--- src/rtl/irq_prio_ctrl.sv ---
`default_nettype none
// ============================================================================
// Module   : irq_prio_ctrl
// Purpose  : Interrupt capture and fixed-priority controller. Synchronises
//            NUM_IRQ raw interrupt lines, captures rising edges (or passes
//            levels) per channel, masks with per-channel enables and presents
//            one registered request with a stable mcause value to the core,
//            held through a req/ack handshake. Lowest channel index wins.
// Ports    : clk            - system clock
//            rst            - asynchronous active-high reset
//            irq_in         - raw asynchronous interrupt lines
//            irq_mode_edge  - per channel: 1 = rising edge, 0 = level
//            irq_en         - per-channel enable
//            clr_mask       - write-1-to-clear for edge pending bits (pulse)
//            irq_ack        - core accepts the current request
//            irq_req        - registered interrupt request
//            irq_cause      - mcause of the current request
//            irq_id         - channel index of the current request
//            irq_pending    - raw pending vector, not masked by irq_en
// Revision : 1.0 - initial release
// ============================================================================
module irq_prio_ctrl #(
    parameter int NUM_IRQ     = 4,
    parameter int BASE_CAUSE  = 16,
    parameter int CAUSE_W     = 5,
    parameter int SYNC_STAGES = 2,
    parameter int AUTO_CLR    = 1,
    localparam int c_id_w     = (NUM_IRQ > 1) ? $clog2(NUM_IRQ) : 1
) (
    input  logic               clk,
    input  logic               rst,
    input  logic [NUM_IRQ-1:0] irq_in,
    input  logic [NUM_IRQ-1:0] irq_mode_edge,
    input  logic [NUM_IRQ-1:0] irq_en,
    input  logic [NUM_IRQ-1:0] clr_mask,
    input  logic               irq_ack,
    output logic               irq_req,
    output logic [CAUSE_W-1:0] irq_cause,
    output logic [c_id_w-1:0]  irq_id,
    output logic [NUM_IRQ-1:0] irq_pending
);

    localparam logic [CAUSE_W-1:0] c_base_cause = CAUSE_W'(BASE_CAUSE);

    // Parameter sanity checks, resolved at elaboration.
    generate
        if (BASE_CAUSE + NUM_IRQ - 1 >= (1 << CAUSE_W)) begin : g_cause_chk
            $error("irq_prio_ctrl: BASE_CAUSE+NUM_IRQ-1 does not fit in CAUSE_W bits");
        end
        if (NUM_IRQ < 1 || NUM_IRQ > 16) begin : g_num_chk
            $error("irq_prio_ctrl: NUM_IRQ must be 1..16");
        end
        if (SYNC_STAGES < 1) begin : g_sync_chk
            $error("irq_prio_ctrl: SYNC_STAGES must be >= 1");
        end
    endgenerate

    typedef enum logic [0:0] {
        ST_IDLE = 1'b0,
        ST_REQ  = 1'b1
    } state_t;

    state_t              r_state;
    state_t              w_state_nxt;
    logic [NUM_IRQ-1:0]  r_sync [SYNC_STAGES];
    logic [NUM_IRQ-1:0]  r_hist;
    logic [NUM_IRQ-1:0]  r_pend_e;
    logic [c_id_w-1:0]   r_id;
    logic [CAUSE_W-1:0]  r_cause;

    logic [NUM_IRQ-1:0]  w_sync;
    logic [NUM_IRQ-1:0]  w_rise;
    logic [NUM_IRQ-1:0]  w_ack_clr;
    logic [NUM_IRQ-1:0]  w_pend_e_nxt;
    logic [NUM_IRQ-1:0]  w_pending;
    logic [NUM_IRQ-1:0]  w_active;
    logic [c_id_w-1:0]   w_win;
    logic [c_id_w-1:0]   w_id_nxt;
    logic [CAUSE_W-1:0]  w_cause_nxt;

    assign w_sync = r_sync[SYNC_STAGES-1];
    // History flop resets to 0, so a line held high through reset release
    // produces exactly one rising edge.
    assign w_rise = w_sync & ~r_hist;

    // Ack only clears the acknowledged channel, and only in REQ.
    assign w_ack_clr = ((r_state == ST_REQ) && irq_ack && (AUTO_CLR != 0))
                       ? (NUM_IRQ'(1) << r_id) : '0;

    // Set has priority over clear so an edge arriving with a clear is kept.
    // Level channels carry no edge state.
    assign w_pend_e_nxt = ((r_pend_e & ~clr_mask & ~w_ack_clr) | w_rise) & irq_mode_edge;

    assign w_pending = (irq_mode_edge & r_pend_e) | (~irq_mode_edge & w_sync);
    assign w_active  = w_pending & irq_en;

    // Fixed priority: scan downwards so the lowest set index is left last.
    always_comb begin
        w_win = '0;
        for (int i = NUM_IRQ - 1; i >= 0; i--) begin
            if (w_active[i]) begin
                w_win = c_id_w'(i);
            end
        end
    end

    always_comb begin
        w_state_nxt = r_state;
        w_id_nxt    = r_id;
        w_cause_nxt = r_cause;
        case (r_state)
            ST_IDLE: begin
                if (|w_active) begin
                    w_state_nxt = ST_REQ;
                    w_id_nxt    = w_win;
                    w_cause_nxt = c_base_cause + CAUSE_W'(w_win);
                end
            end
            ST_REQ: begin
                // No preemption: id/cause stay frozen until ack or withdraw.
                if (irq_ack || !w_active[r_id]) begin
                    w_state_nxt = ST_IDLE;
                end
            end
            default: begin
                w_state_nxt = ST_IDLE;
            end
        endcase
    end

    always_ff @(posedge clk or posedge rst) begin
        if (rst) begin
            for (int s = 0; s < SYNC_STAGES; s++) begin
                r_sync[s] <= '0;
            end
            r_hist   <= '0;
            r_pend_e <= '0;
            r_state  <= ST_IDLE;
            r_id     <= '0;
            r_cause  <= '0;
        end else begin
            r_sync[0] <= irq_in;
            for (int s = 1; s < SYNC_STAGES; s++) begin
                r_sync[s] <= r_sync[s-1];
            end
            r_hist   <= w_sync;
            r_pend_e <= w_pend_e_nxt;
            r_state  <= w_state_nxt;
            r_id     <= w_id_nxt;
            r_cause  <= w_cause_nxt;
        end
    end

    assign irq_req     = (r_state == ST_REQ);
    assign irq_cause   = r_cause;
    assign irq_id      = r_id;
    assign irq_pending = w_pending;

endmodule
`default_nettype wire
--- config.mk ---
export PLATFORM = sky130hd
export DESIGN_NAME = irq_prio_ctrl
export DESIGN_NICKNAME = d
export VERILOG_FILES = /design/src/rtl/irq_prio_ctrl.sv
export SDC_FILE = /design/constraint.sdc
export NUM_CORES = 1
export LEC_CHECK = 0
export BUFFER_PORTS_ARGS = -buffer_cell sky130_fd_sc_hd__buf_4
export CELL_PAD_IN_SITES_DETAIL_PLACEMENT = 0
export CELL_PAD_IN_SITES_GLOBAL_PLACEMENT = 2
export CORE_MARGIN = 4
export CORE_UTILIZATION = 32
export CTS_CLUSTER_DIAMETER = 30
export DETAILED_ROUTE_END_ITERATION = 7
export MAX_ROUTING_LAYER = met4
export PLACE_DENSITY_LB_ADDON = 0.1
export SETUP_SLACK_MARGIN = 0.1
export SLEW_MARGIN = 10
export SYNTH_ARGS = -nofsm -noshare
export SYNTH_HDL_FRONTEND = slang
export SYNTH_SLANG_ARGS = --single-unit
--- constraint.sdc ---
create_clock -name clk -period 2.8 [get_ports clk]
set_input_delay 0.14 -clock clk [delete_from_list [all_inputs] [get_ports clk]]
set_output_delay 0.14 -clock clk [all_outputs]
set_load 0.05 [all_outputs]
# --- After elaboration in Yosys (flattened, before gate mapping) ---
# Index checks and enable logic that the tools add are counted.
totals:
  reg_bits: 24
  latch_bits: 0
  mem_bits_rw: 0
  romBits: 0
  inputBits: 19
  output_inout_bits: 12
  elab_cells: 39
  mem_count: 0
op_classes:
  add_sub_neg: 1
  mul: 0
  div_mod_pow: 0
  magnitude_cmp: 1
  n_eq_ne: 0
  n_shift: 1
  n_mux: 10
  n_bitwise: 14
  reduce_logical: 5
ops:
  columns: ["op", "n"]
  rows:
  - ["$and A4 B4 Y4", 7]
  - ["$not A4 Y4", 4]
  - ["$mux W2", 4]
  - ["$or A4 B4 Y4", 2]
  - ["$add A5 B2 Y5 const A", 1]
  - ["$mux W4", 1]
  - ["$reduce_or A4 Y1", 1]
  - ["$shl A1 B2 Y4 const A", 1]
  - ["$lt A2 B3 Y1 const B", 1]
  - ["$mux W1", 3]
  - ["$bmux W1 S2", 1]
  - ["$pmux W1 S2", 1]
  - ["$reduce_and A2 Y1", 1]
  - ["$logic_and A1 B1 Y1", 1]
  - ["$logic_not A1 Y1", 1]
  - ["$logic_or A1 B1 Y1", 1]
  - ["$not A1 Y1", 1]

# --- Longest topological paths before layout ---
# Gate-level depths: netlist of run 1.
depth:
  depth_word: 10
  ltp_mapped: 4
  ltp_nobuf: 4

# --- Least setup slack after synthesis of run 1 ---
# OpenSTA, ideal clock, no wires.
synth_timing:
  kind: "register to register"
  from: "reg r_state, in the netlist irq_req"
  to: "reg r_pend_e[0]"
  setup_time_ns: 0.137
  arrival_time_ns: 1.343
  required_time_ns: 2.663
  slack_ns: 1.320
  path_stages_with_launch: 5
  path_buffers: 1
  synth_period_minus_slack_ns: 1.480
  path_cell_list: "dfrtp_1 -> clkbuf_1 -> nand2_1 -> o311ai_0 -> a21boi_0"
synth_between:
  elab_chain_len: 6
synth_lines:
  columns: ["item", "line_no", "rtl"]
  rows:
  - ["start, declared", "63", "state_t r_state;"]
  - ["start signal, assigned", "148", "r_state <= w_state_nxt;"]
  - ["$logic_and A1 B1 Y1", "87", "assign w_ack_clr = ((r_state == ST_REQ) && irq_ack && (AUTO_CLR != 0))"]
  - ["$mux W4", "88", "? (NUM_IRQ'(1) << r_id) : '0;"]
  - ["$not A4 Y4", "92", "assign w_pend_e_nxt = ((r_pend_e & ~clr_mask & ~w_ack_clr) | w_rise) & irq_mode_edge;"]
  - ["$and A4 B4 Y4", "92", null]
  - ["$or A4 B4 Y4", "92", null]
  - ["$and A4 B4 Y4", "92", null]
  - ["named net w_pend_e_nxt[0]", "74", "logic [NUM_IRQ-1:0] w_pend_e_nxt;"]
  - ["end signal, assigned", "147", "r_pend_e <= w_pend_e_nxt;"]
  - ["end, declared", "67", "logic [NUM_IRQ-1:0] r_pend_e;"]
# The timed path passes the listed nets, and every way through them passes these cells.
# A chain may end at the register's enable or synchronous reset.

# --- Final worst setup path of run 1 ---
layout_timing:
  from: "reg r_sync, in the netlist w_sync[0]"
  to: "out irq_pending[0]"
layout_between:
  elab_chain_len: 2
layout_lines:
  columns: ["item", "line_no", "rtl"]
  rows:
  - ["start, declared", "65", "logic [NUM_IRQ-1:0] r_sync [SYNC_STAGES];"]
  - ["start signal, assigned by index", "144", "r_sync[s] <= r_sync[s-1];"]
  - ["$and A4 B4 Y4", "94", "assign w_pending = (irq_mode_edge & r_pend_e) | (~irq_mode_edge & w_sync);"]
  - ["$or A4 B4 Y4", "94", null]
  - ["end, declared", "40", "output logic [NUM_IRQ-1:0] irq_pending"]
# Every way passes these cells.

==> results of run 1 <==
stage by stage:
step	util [%]	hold WS [ns]	instance area (µm²)
final	46.9	0.102	1170
after global routing	46.9	0.0700	1170
after CTS	46.9	0.0857	1170
after detailed placement	42.8	0.251	1070
after global placement	42.8	0.250	1070
after floorplan	-	0.104	856
power groups by stage:
stage / logic, W / registers (W) / clock network [W]
2_1_floorplan: 0.000148 / 0.000396 / 0
3_3_place_gp: 0.000253 / 0.000364 / 0
3_5_place_dp: 0.000251 / 0.000365 / 0
4_1_cts: 0.000258 / 0.000359 / 0.000243
5_1_grt: 0.000269 / 0.000364 / 0.000258
6_report: 0.000254 / 0.000358 / 0.000230
per-layer routing:
metal,wire (µm),part of all wire [%],vias to the layer above
met5,0,0,-
met4,18,1.1,0
met3,156,9.5,2
met2,731,44,22
met1,739,45,279
li1,-,-,289
sequential cells by signal (all words and copies together), names as in the netlist:
register and cells:
r_pend_e 4, irq_req 1, r_hist 4, irq_cause 2
w_sync 4, r_sync 4, irq_id 1
final cells by class:
cell class | instances | area share (%)
Timing Repair Buffer | 33 | 22.2
Multi-Input combinational cell | 39 | 26.8
Clock buffer | 3 | 1.92
Sequential cell | 20 | 42.7
Inverter | 2 | 0.640
Tap cell | 30 | 3.20
Clock inverter | 1 | 2.56
worst min-delay path: stages:
cell and delay (ns):
buf_4 0.07, nand3b_1 0.08, a21boi_0 0.07
layout by cell type (no fill, tap or decap), types with 2 or more instances in the layout:
| cell type | synthesis | layout |
|---|---|---|
| nand2_2 | 2 | 2 |
| clkbuf_4 | 0 | 3 |
| nand2_4 | 2 | 2 |
| dlygate4sd3_1 | 0 | 5 |
| conb_1 | 1 | 2 |
| nand2b_1 | 5 | 5 |
| mux2_4 | 4 | 4 |
| a21oi_1 | 3 | 3 |
| dfrtp_1 | 20 | 20 |
| o21ai_0 | 2 | 2 |
| inv_1 | 2 | 2 |
| buf_4 | 4 | 28 |
| a21boi_0 | 4 | 4 |
| nand3_1 | 2 | 2 |
| nor2b_1 | 2 | 2 |
cells by family after synthesis:
group | synth area share [%]
DFF | 58.7
buffers and inverters | 4.85
and+or+nand+nor | 13.2
AOI/OAI and AO/OA | 13.1
other | 0.440
muxes | 9.69
worst max path at each step:
stage | startpoint | to | slack (ns)
floorplan | irq_req$_DFF_PP0_ | r_pend_e[0]$_DFF_PP0_ | 1.32
global placement | w_sync[1]$_DFF_PP0_ | irq_cause[4]$_DFFE_PP0P_ | 1.53
detailed placement | w_sync[1]$_DFF_PP0_ | irq_cause[4]$_DFFE_PP0P_ | 1.54
CTS | w_sync[0]$_DFF_PP0_ | irq_pending[0] | 1.41
global route | w_sync[0]$_DFF_PP0_ | irq_pending[0] | 1.37
finish | w_sync[0]$_DFF_PP0_ | irq_pending[0] | 1.44
timing repair:
item | in CTS | in global routing
endpoints found under the hold margin | 24 | 0
hold buffers | 5 | 0
endpoints found under the setup margin | 0 | 0
==> results.ini, run 1 <==
[logic_synthesis]
synthTopCellsByArea=dfrtp_1 (59%), mux2_4 (7.0%), nand2b_1 (3.7%)
synth_edf_count=0
synth_common_cells=dfrtp_1 (20), nand2b_1 (5), a21boi_0 (4), buf_4 (4), mux2_4 (4)
syn-cell-area_um2=852
synth_warnings=0
synthCells=65
yosysSeqAreaShare_pct=58.7
yosysTopAreaCellShare_pct=58.7
ys_seq_elements=20
synth_cell_types=25
synth_area_leader_cell=dfrtp_1
yosysMostFrequentCell=dfrtp_1
synth_ff_type=dfrtp_1
async_reset_ff_share_pct=100
postSynthAreaPerCell_um2=13.1

[drt]
viasPerCell=4.63
dr_total_vias=592
drt_first_pass_iters=4
drt-wirelength-per-cell_um=12.9
drtIter0Drc=13
wl_um=1650
drc=0
ant_nets=0

[floorplanning]
die_area_mm2=0.00355
die_w_um=59.6
num_rows=18
pin_count=31
coreArea_mm2=0.00250
initial_core_util_pct=34.1
die_h_um=59.6

[place]
dp_hpwl_um=1250
numPortBuffers=28
gp_congestion=0.687
placed_cells=119
dpl_worst_slack_ns=1.54

[worst_setup_path]
end_kind=primary output
worstPathArrival_ns=1.22
critPathKind=reg -> out
r2r-start=w_sync[0]$_DFF_PP0_
crit_buf_inv=1
cp_num_cells=2
crit_required_ns=2.66
startpoint_type=register
crit_path_cell_trace=mux2_4 > buf_4
cpLargestDelayFamily=flip-flops
r2r_cells=4
reg2reg_to=irq_req$_DFF_PP0_
rrSetupSlack_ns=1.53
critical_path.slowest_cell=dfrtp_1
slowest_delay_ns=0.42
path_max_fanout=3

[pwr]
p_int_w=0.000555
seqPwrFrac_pct=42.5
sw_frac_of_total_pct=34.1
totalPowerFinal_w=0.000842
clkPwrFrac_pct=27.3
power_frac_comb_pct=30.2
p_sw_w=0.000287
p_per_area_mw_per_mm2=719
ir_worst_vdd_v=0.000586
leakagePower_nw=0.551

[sta]
fmax_mhz=736
fin_ws_ns=1.44
finClkSkew_ns=0.00259
hold_viol_final=0
slew_violations=0
period_share_pct=48.5
grt_setup_unrepaired=false
setup-tns-final_ns=0
relSlewSlack_pct=51.3
tightestPinTransition_ns=0.730
final.min_clock_period_ns=1.36
setup_viol=0

[min_path]
min_from=clr_mask[3]
hold_path_depth=3
hp-class=in -> reg
min_to=r_pend_e[3]$_DFF_PP0_

[cells_and_area]
fin_cells=128
seq_area_um2=500
nFillCells=241
area_growth_pct=37.6
layout.nets=118
multiInputGateArea_um2=314
drive_gt1_share_pct=42.9
diodes=0

[grt]
met2_usage_pct=16.2
grt_max_degree=21
grt-busiest-layer=met2
track_usage_pct=11.1
grt_pass1_vias=602
grt_pass1_wl_um=2840
use_met3_pct=5.01
antenna_found_initial=0
overflow=0
gr-usage-met1_pct=14.4

[job]
cap_violations=0

[clock_network]
clock_path_buffers=2
cts_resized=0
clk_pin_slew_ns=0.11
cts_htree_levels=1
cts_tree=yes
cts-root-buf=clkbuf_4
post_cts_buffers=0
cts-buffers-inserted=3
insertion_delay_ns=0.29
cts_sinks=20

[outcome]
status=complete, no violations

Power figures use the tool's default switching activity.
==> inputs of run 2 (changes only) <==
--- a/config.mk
+++ b/config.mk
@@ -9,7 +9,7 @@
 export CELL_PAD_IN_SITES_DETAIL_PLACEMENT = 0
 export CELL_PAD_IN_SITES_GLOBAL_PLACEMENT = 2
 export CORE_MARGIN = 4
-export CORE_UTILIZATION = 32
+export CORE_UTILIZATION = 27
 export CTS_CLUSTER_DIAMETER = 30
 export DETAILED_ROUTE_END_ITERATION = 7
 export MAX_ROUTING_LAYER = met4
==> constraint.sdc (replaced) <==
create_clock -name clk -period 1.1 [get_ports clk]
set_input_delay 0.055 -clock clk [delete_from_list [all_inputs] [get_ports clk]]
set_output_delay 0.055 -clock clk [all_outputs]
set_load 0.05 [all_outputs]
==> results.ini, run 2 (same netlist as run 1, synthesis figures left out) <==
[outcome]
status=finished, violations left
violations=setup timing

[place]
dpl_worst_slack_ns=-0.133  ; -1.67 ns
dp_hpwl_um=1430  ; +14%
gp_congestion=0.668  ; -2.9%
numPortBuffers=28  ; unchanged
placed_cells=144  ; +21%

[worst_setup_path]
cpMostUsedCell=buf_6
worstPathArrival_ns=1.32  ; +0.10 ns
end_kind=primary output
critical_path.slowest_cell=dfrtp_1
startpoint_type=register
slowest_delay_ns=0.39  ; -0.03 ns
crit_required_ns=1.04  ; -1.62 ns
crit_path_cell_trace=mux2_4 > buf_6 > buf_6 > buf_8
critPathKind=reg -> out
path_max_fanout=2  ; -1

[sta]
setup_viol=10  ; +10
fin_ws_ns=-0.276  ; -1.72 ns
hold_ws_ns=0.00189  ; -0.101 ns
grt_setup_unrepaired=true
finClkSkew_ns=0.0129  ; +0.0103 ns
final.min_clock_period_ns=1.38
fmax_mhz=727
slew_violations=0  ; unchanged
hold_viol_final=0  ; unchanged
period_share_pct=125

[pwr]
leakagePower_nw=0.734  ; +33%
clkPwrFrac_pct=14.7  ; -13 points
p_sw_w=0.000920  ; +220%
seqPwrFrac_pct=34.2  ; -8.3 points
ir_worst_vdd_v=0.000711  ; +21%
power_frac_comb_pct=51.1  ; +21 points
sw_frac_of_total_pct=36.4  ; +2.3 points
p_int_w=0.00161  ; +190%
p_per_area_mw_per_mm2=1610  ; +120%

[cells_and_area]
seq_area_um2=504  ; +0.75%
drive_gt1_share_pct=64.3  ; +21 points
layout_common_cells=buf_4 (32), dfrtp_1 (17), buf_6 (17), buf_8 (7)
fin_cells=170  ; +33%
final_common_cell=buf_4
area_growth_pct=84.1
diodes=0  ; unchanged
nFillCells=291  ; +21%
layout.nets=146  ; +24%
multiInputGateArea_um2=389  ; +24%

[grt]
gr-usage-met1_pct=14.8  ; +0.31 points
grt_max_degree=21  ; unchanged
grt_pass1_vias=788  ; +31%
overflow=0  ; unchanged
grt_pass1_wl_um=3500  ; +23%
met2_usage_pct=16.6  ; +0.42 points
antenna_found_initial=0  ; unchanged
track_usage_pct=11.2  ; +0.10 points
grt-busiest-layer=met2
use_met3_pct=2.46  ; -2.6 points

[drt]
dr_total_vias=730  ; +23%
drc=0  ; unchanged
drt_first_pass_iters=2  ; -2
drtIter0Drc=11  ; -2
ant_nets=0  ; unchanged
drt-wirelength-per-cell_um=12.1  ; -5.9%
viasPerCell=4.29  ; -7.2%
wl_um=2060  ; +25%

[clock_network]
clk_pin_slew_ns=0.11  ; about the same
cts-buffers-inserted=3  ; unchanged
cts-root-buf=clkbuf_4
cts_sinks=20  ; unchanged
clock_path_buffers=2  ; unchanged
cts_tree=yes
cts_htree_levels=1  ; unchanged
insertion_delay_ns=0.31  ; +0.02 ns

[floorplanning]
die_area_mm2=0.00412  ; +16%
pin_count=31  ; unchanged
die_w_um=64.2  ; +7.7%
coreArea_mm2=0.00303  ; +21%
die_h_um=64.2  ; +7.7%
initial_core_util_pct=28.1  ; -5.9 points
num_rows=20  ; +2

[min_path]
hp-class=in -> reg

[job]
cap_violations=0  ; unchanged

==> run 2: cell types whose count changed in the layout (fill, tap and decap cells not counted), moves of 3 or more <==
cell and change:
nand2_4 +3, a21boi_0 -4, buf_4 +4, dfrtp_1 -3, dfrtp_2 +3, a21boi_1 +4
buf_8 +7, buf_6 +17
==> run 2: timing repair <==
| action | 4_1_cts | 5_1_grt |
|---|---|---|
| setup endpoints to repair | 15 | 17 |
| hold endpoints to repair | 24 | 0 |
| pin swaps | 9 | 10 |
| setup buffers | 14 | 3 |
| hold buffers | 5 | 0 |
| resized for setup | 38 | 6 |
==> run 2: cell type report <==
cell class                 instances  area share [%]
inverter                           2           0.478
clock buffer                       4            1.67
timing repair buffer              61            37.4
multi-input combinational         39            24.8
tap                               44            3.51
sequential                        20            32.1
==> run 2: worst paths after layout <==
kind                                  startpoint                    end  slack, ns  cells past startpoint
min                                  clr_mask[1]  r_pend_e[1]$_DFF_PP0_      0.002                      4
min in group asynchronous                    rst    r_hist[0]$_DFF_PP0_       0.32                      4
min reg2reg                  r_sync[6]$_DFF_PP0_    w_sync[2]$_DFF_PP0_       0.36                      0
max in group asynchronous                    rst      irq_req$_DFF_PP0_       0.56                      4
max                          w_sync[2]$_DFF_PP0_         irq_pending[2]      -0.28                      4
max reg2reg                r_pend_e[0]$_DFF_PP0_      irq_req$_DFF_PP0_      -0.21                      5
==> run 2: power by group through the flow <==
stage | Clock (W) | Combinational (W) | Sequential, W
2_1_floorplan | 0 | 0.000401 | 0.00102
3_3_place_gp | 0 | 0.000787 | 0.000898
3_5_place_dp | 0 | 0.000791 | 0.000894
4_1_cts | 0.000383 | 0.00124 | 0.000862
5_1_grt | 0.000404 | 0.00135 | 0.000875
6_report | 0.000372 | 0.00129 | 0.000863
==> run 2: metal layers <==
| metal | vias to the layer above | share of wire, % |
|---|---|---|
| met5 | - | 0 |
| met4 | 0 | 1.1 |
| met3 | 5 | 5.8 |
| met2 | 24 | 48 |
| met1 | 358 | 45 |
| li1 | 343 | - |
==> run 2: metrics by stage <==
stage / TNS [ns] / area [µm²] / total power (W) / utilization, %
floorplan: -0.697 / 885 / 0.00142 / -
global placement: -0.406 / 1190 / 0.00169 / 39.3
detailed placement: -0.414 / 1190 / 0.00168 / 39.3
CTS: -1.43 / 1510 / 0.00248 / 50.0
global route: -1.82 / 1570 / 0.00263 / 51.8
finish: -1.32 / 1570 / 0.00253 / 51.8
==> run 2: worst max-delay path, delay by kind of cell (launching register included) <==
kind	cells	cell delay, ns
buffers and inverters	3	0.36
flip-flops	1	0.39
multiplexers	1	0.28
==> inputs of run 3 (changes only) <==
--- a/config.mk
+++ b/config.mk
@@ -14,6 +14,7 @@
 export DETAILED_ROUTE_END_ITERATION = 7
 export MAX_ROUTING_LAYER = met4
 export PLACE_DENSITY_LB_ADDON = 0.1
+export REMOVE_ABC_BUFFERS = 1
 export SETUP_SLACK_MARGIN = 0.1
 export SLEW_MARGIN = 10
 export SYNTH_ARGS = -nofsm -noshare
==> results.ini, run 3 (same netlist as run 1, synthesis figures left out) <==
[outcome]
status=finished, violations left
violations=setup timing

[floorplanning]
die_area_mm2=0.00412  ; unchanged
initial_core_util_pct=28.1  ; unchanged
num_rows=20  ; unchanged
die_h_um=64.2  ; unchanged
pin_count=31  ; unchanged
coreArea_mm2=0.00303  ; unchanged
die_w_um=64.2  ; unchanged

[pwr]
clkPwrFrac_pct=17.3  ; +2.6 points
ir_worst_vdd_v=0.000646  ; -9.2%
sw_frac_of_total_pct=34.7  ; -1.7 points
leakagePower_nw=0.722  ; -1.7%
p_int_w=0.00162  ; +0.63%
p_per_area_mw_per_mm2=1630  ; +0.93%
power_frac_comb_pct=47.1  ; -4.0 points
p_sw_w=0.000861  ; -6.5%
seqPwrFrac_pct=35.6  ; +1.4 points

[clock_network]
cts-buffers-inserted=3  ; unchanged
clock_path_buffers=2  ; unchanged
cts_sinks=20  ; unchanged
cts-root-buf=clkbuf_4
clk_pin_slew_ns=0.12  ; about the same
cts_htree_levels=1  ; unchanged
cts_tree=yes
insertion_delay_ns=0.30  ; about the same

[cells_and_area]
final_util_pct=50.3  ; -1.5 points
drive_gt1_share_pct=56.6  ; -7.7 points
layout_common_cells=buf_4 (37), dfrtp_1 (18), buf_6 (11), dlygate4sd3_1 (9), buf_8 (7)
layout.nets=149  ; +2.1%
final_common_cell=buf_4
diodes=0  ; unchanged
area_growth_pct=78.9

[worst_setup_path]
slowest_delay_ns=0.40  ; about the same
path_max_fanout=3  ; +1
worstPathArrival_ns=1.51  ; +0.19 ns
end_kind=register
critPathKind=reg -> reg
critical_path.slowest_cell=dfrtp_1
crit_required_ns=1.31  ; +0.27 ns
startpoint_type=register
crit_path_cell_trace=mux2_4 > buf_6 > nand2_4 > a41oi_2 > or2_1

[drt]
drt-wirelength-per-cell_um=12.2  ; +0.51%
dr_total_vias=708  ; -3.0%
drt_first_pass_iters=3  ; +1
drtIter0Drc=13  ; +2
ant_nets=0  ; unchanged
wl_um=2100  ; +2.3%
drc=0  ; unchanged
viasPerCell=4.09  ; -4.7%

[sta]
fmax_mhz=764  ; +5.2%
period_share_pct=119  ; -6.1 points
final.min_clock_period_ns=1.31  ; -0.0676 ns
finClkSkew_ns=0.00885  ; -0.00405 ns
grt_setup_unrepaired=true
slew_violations=0  ; unchanged
setup_viol=15  ; +5
hold_viol_final=0  ; unchanged
fin_ws_ns=-0.208  ; +0.0676 ns
hold_ws_ns=0.0229  ; +0.0210 ns

[job]
cap_violations=0  ; unchanged

[grt]
antenna_found_initial=0  ; unchanged
grt_max_degree=21  ; unchanged
grt_pass1_wl_um=3470  ; -0.80%
grt_pass1_vias=762  ; -3.3%
overflow=0  ; unchanged
track_usage_pct=11.3  ; +0.12 points

[place]
gp_congestion=0.701  ; +5.0%
dpl_worst_slack_ns=-0.140  ; -0.00722 ns
numPortBuffers=28  ; unchanged
dp_hpwl_um=1380  ; -3.4%

[min_path]
hp-class=in -> reg

## run 3: power by group through the flow
stage	Clock (W)	Combinational (W)	Sequential (W)
final	0.000428	0.00117	0.000882
after floorplan	0	0.000208	0.00112
after global placement	0	0.000778	0.000888
after detailed placement	0	0.000778	0.000885
after CTS	0.000461	0.00110	0.000875
after global routing	0.000489	0.00123	0.000893
## run 3: timing repair
action	CTS	global route
hold buffers	8	1
endpoints found under the hold margin	26	1
setup buffers	11	6
setup endpoints to repair	17	18
cloned	0	0
pin swaps	6	6
gates resized for setup	29	4
## run 3: final cells by class
cell class,instances,area (µm²)
well taps,44,55.1
clock buffers,4,36.3
fillers,285,1500
flip-flops and latches,20,503
inverters,2,7.51
multi-input cells,39,325
repair buffers,64,597
## run 3: per-layer routing
metal / share of wire (%) / global-route usage (%) / up-vias / wire (µm)
met5: 0 / - / - / 0
met4: 0.95 / 2.37 / 0 / 20
met3: 6.8 / 3.87 / 2 / 142
met2: 49 / 18.6 / 23 / 1040
met1: 43 / 13.6 / 334 / 901
li1: - / - / 349 / -
## run 3: final timing paths
kind	slack [ns]	start	depth (start not counted)	end
setup / recovery	-0.21	w_sync[0]$_DFF_PP0_	5	irq_cause[4]$_DFFE_PP0P_
hold / removal	0.02	irq_mode_edge[2]	2	r_pend_e[2]$_DFF_PP0_
setup reg to reg	-0.21	w_sync[0]$_DFF_PP0_	5	irq_cause[4]$_DFFE_PP0P_
hold reg to reg	0.36	r_sync[4]$_DFF_PP0_	0	w_sync[0]$_DFF_PP0_
max in group asynchronous	0.56	rst	4	irq_req$_DFF_PP0_
min in group asynchronous	0.32	rst	4	irq_cause[1]$_DFFE_PP0P_
## run 3: worst max-delay path, delay by kind of cell (launching register included)
family          cells  cell delay, ns
mux                 1            0.29
compound gates      1            0.11
buf+inv             1            0.12
flops               1            0.40
simple gates        2            0.29
## run 3: through the flow
stage / instance area, µm² / power, W / setup TNS [ns] / cells
4_1_cts: 1450 / 0.00244 / -1.47 / 166
3_3_place_gp: 1160 / 0.00167 / -0.287 / 143
6_report: 1520 / 0.00248 / -1.34 / 173
5_1_grt: 1520 / 0.00261 / -2.22 / 173
3_5_place_dp: 1160 / 0.00166 / -0.342 / 143
2_1_floorplan: 822 / 0.00133 / -2.73 / 61
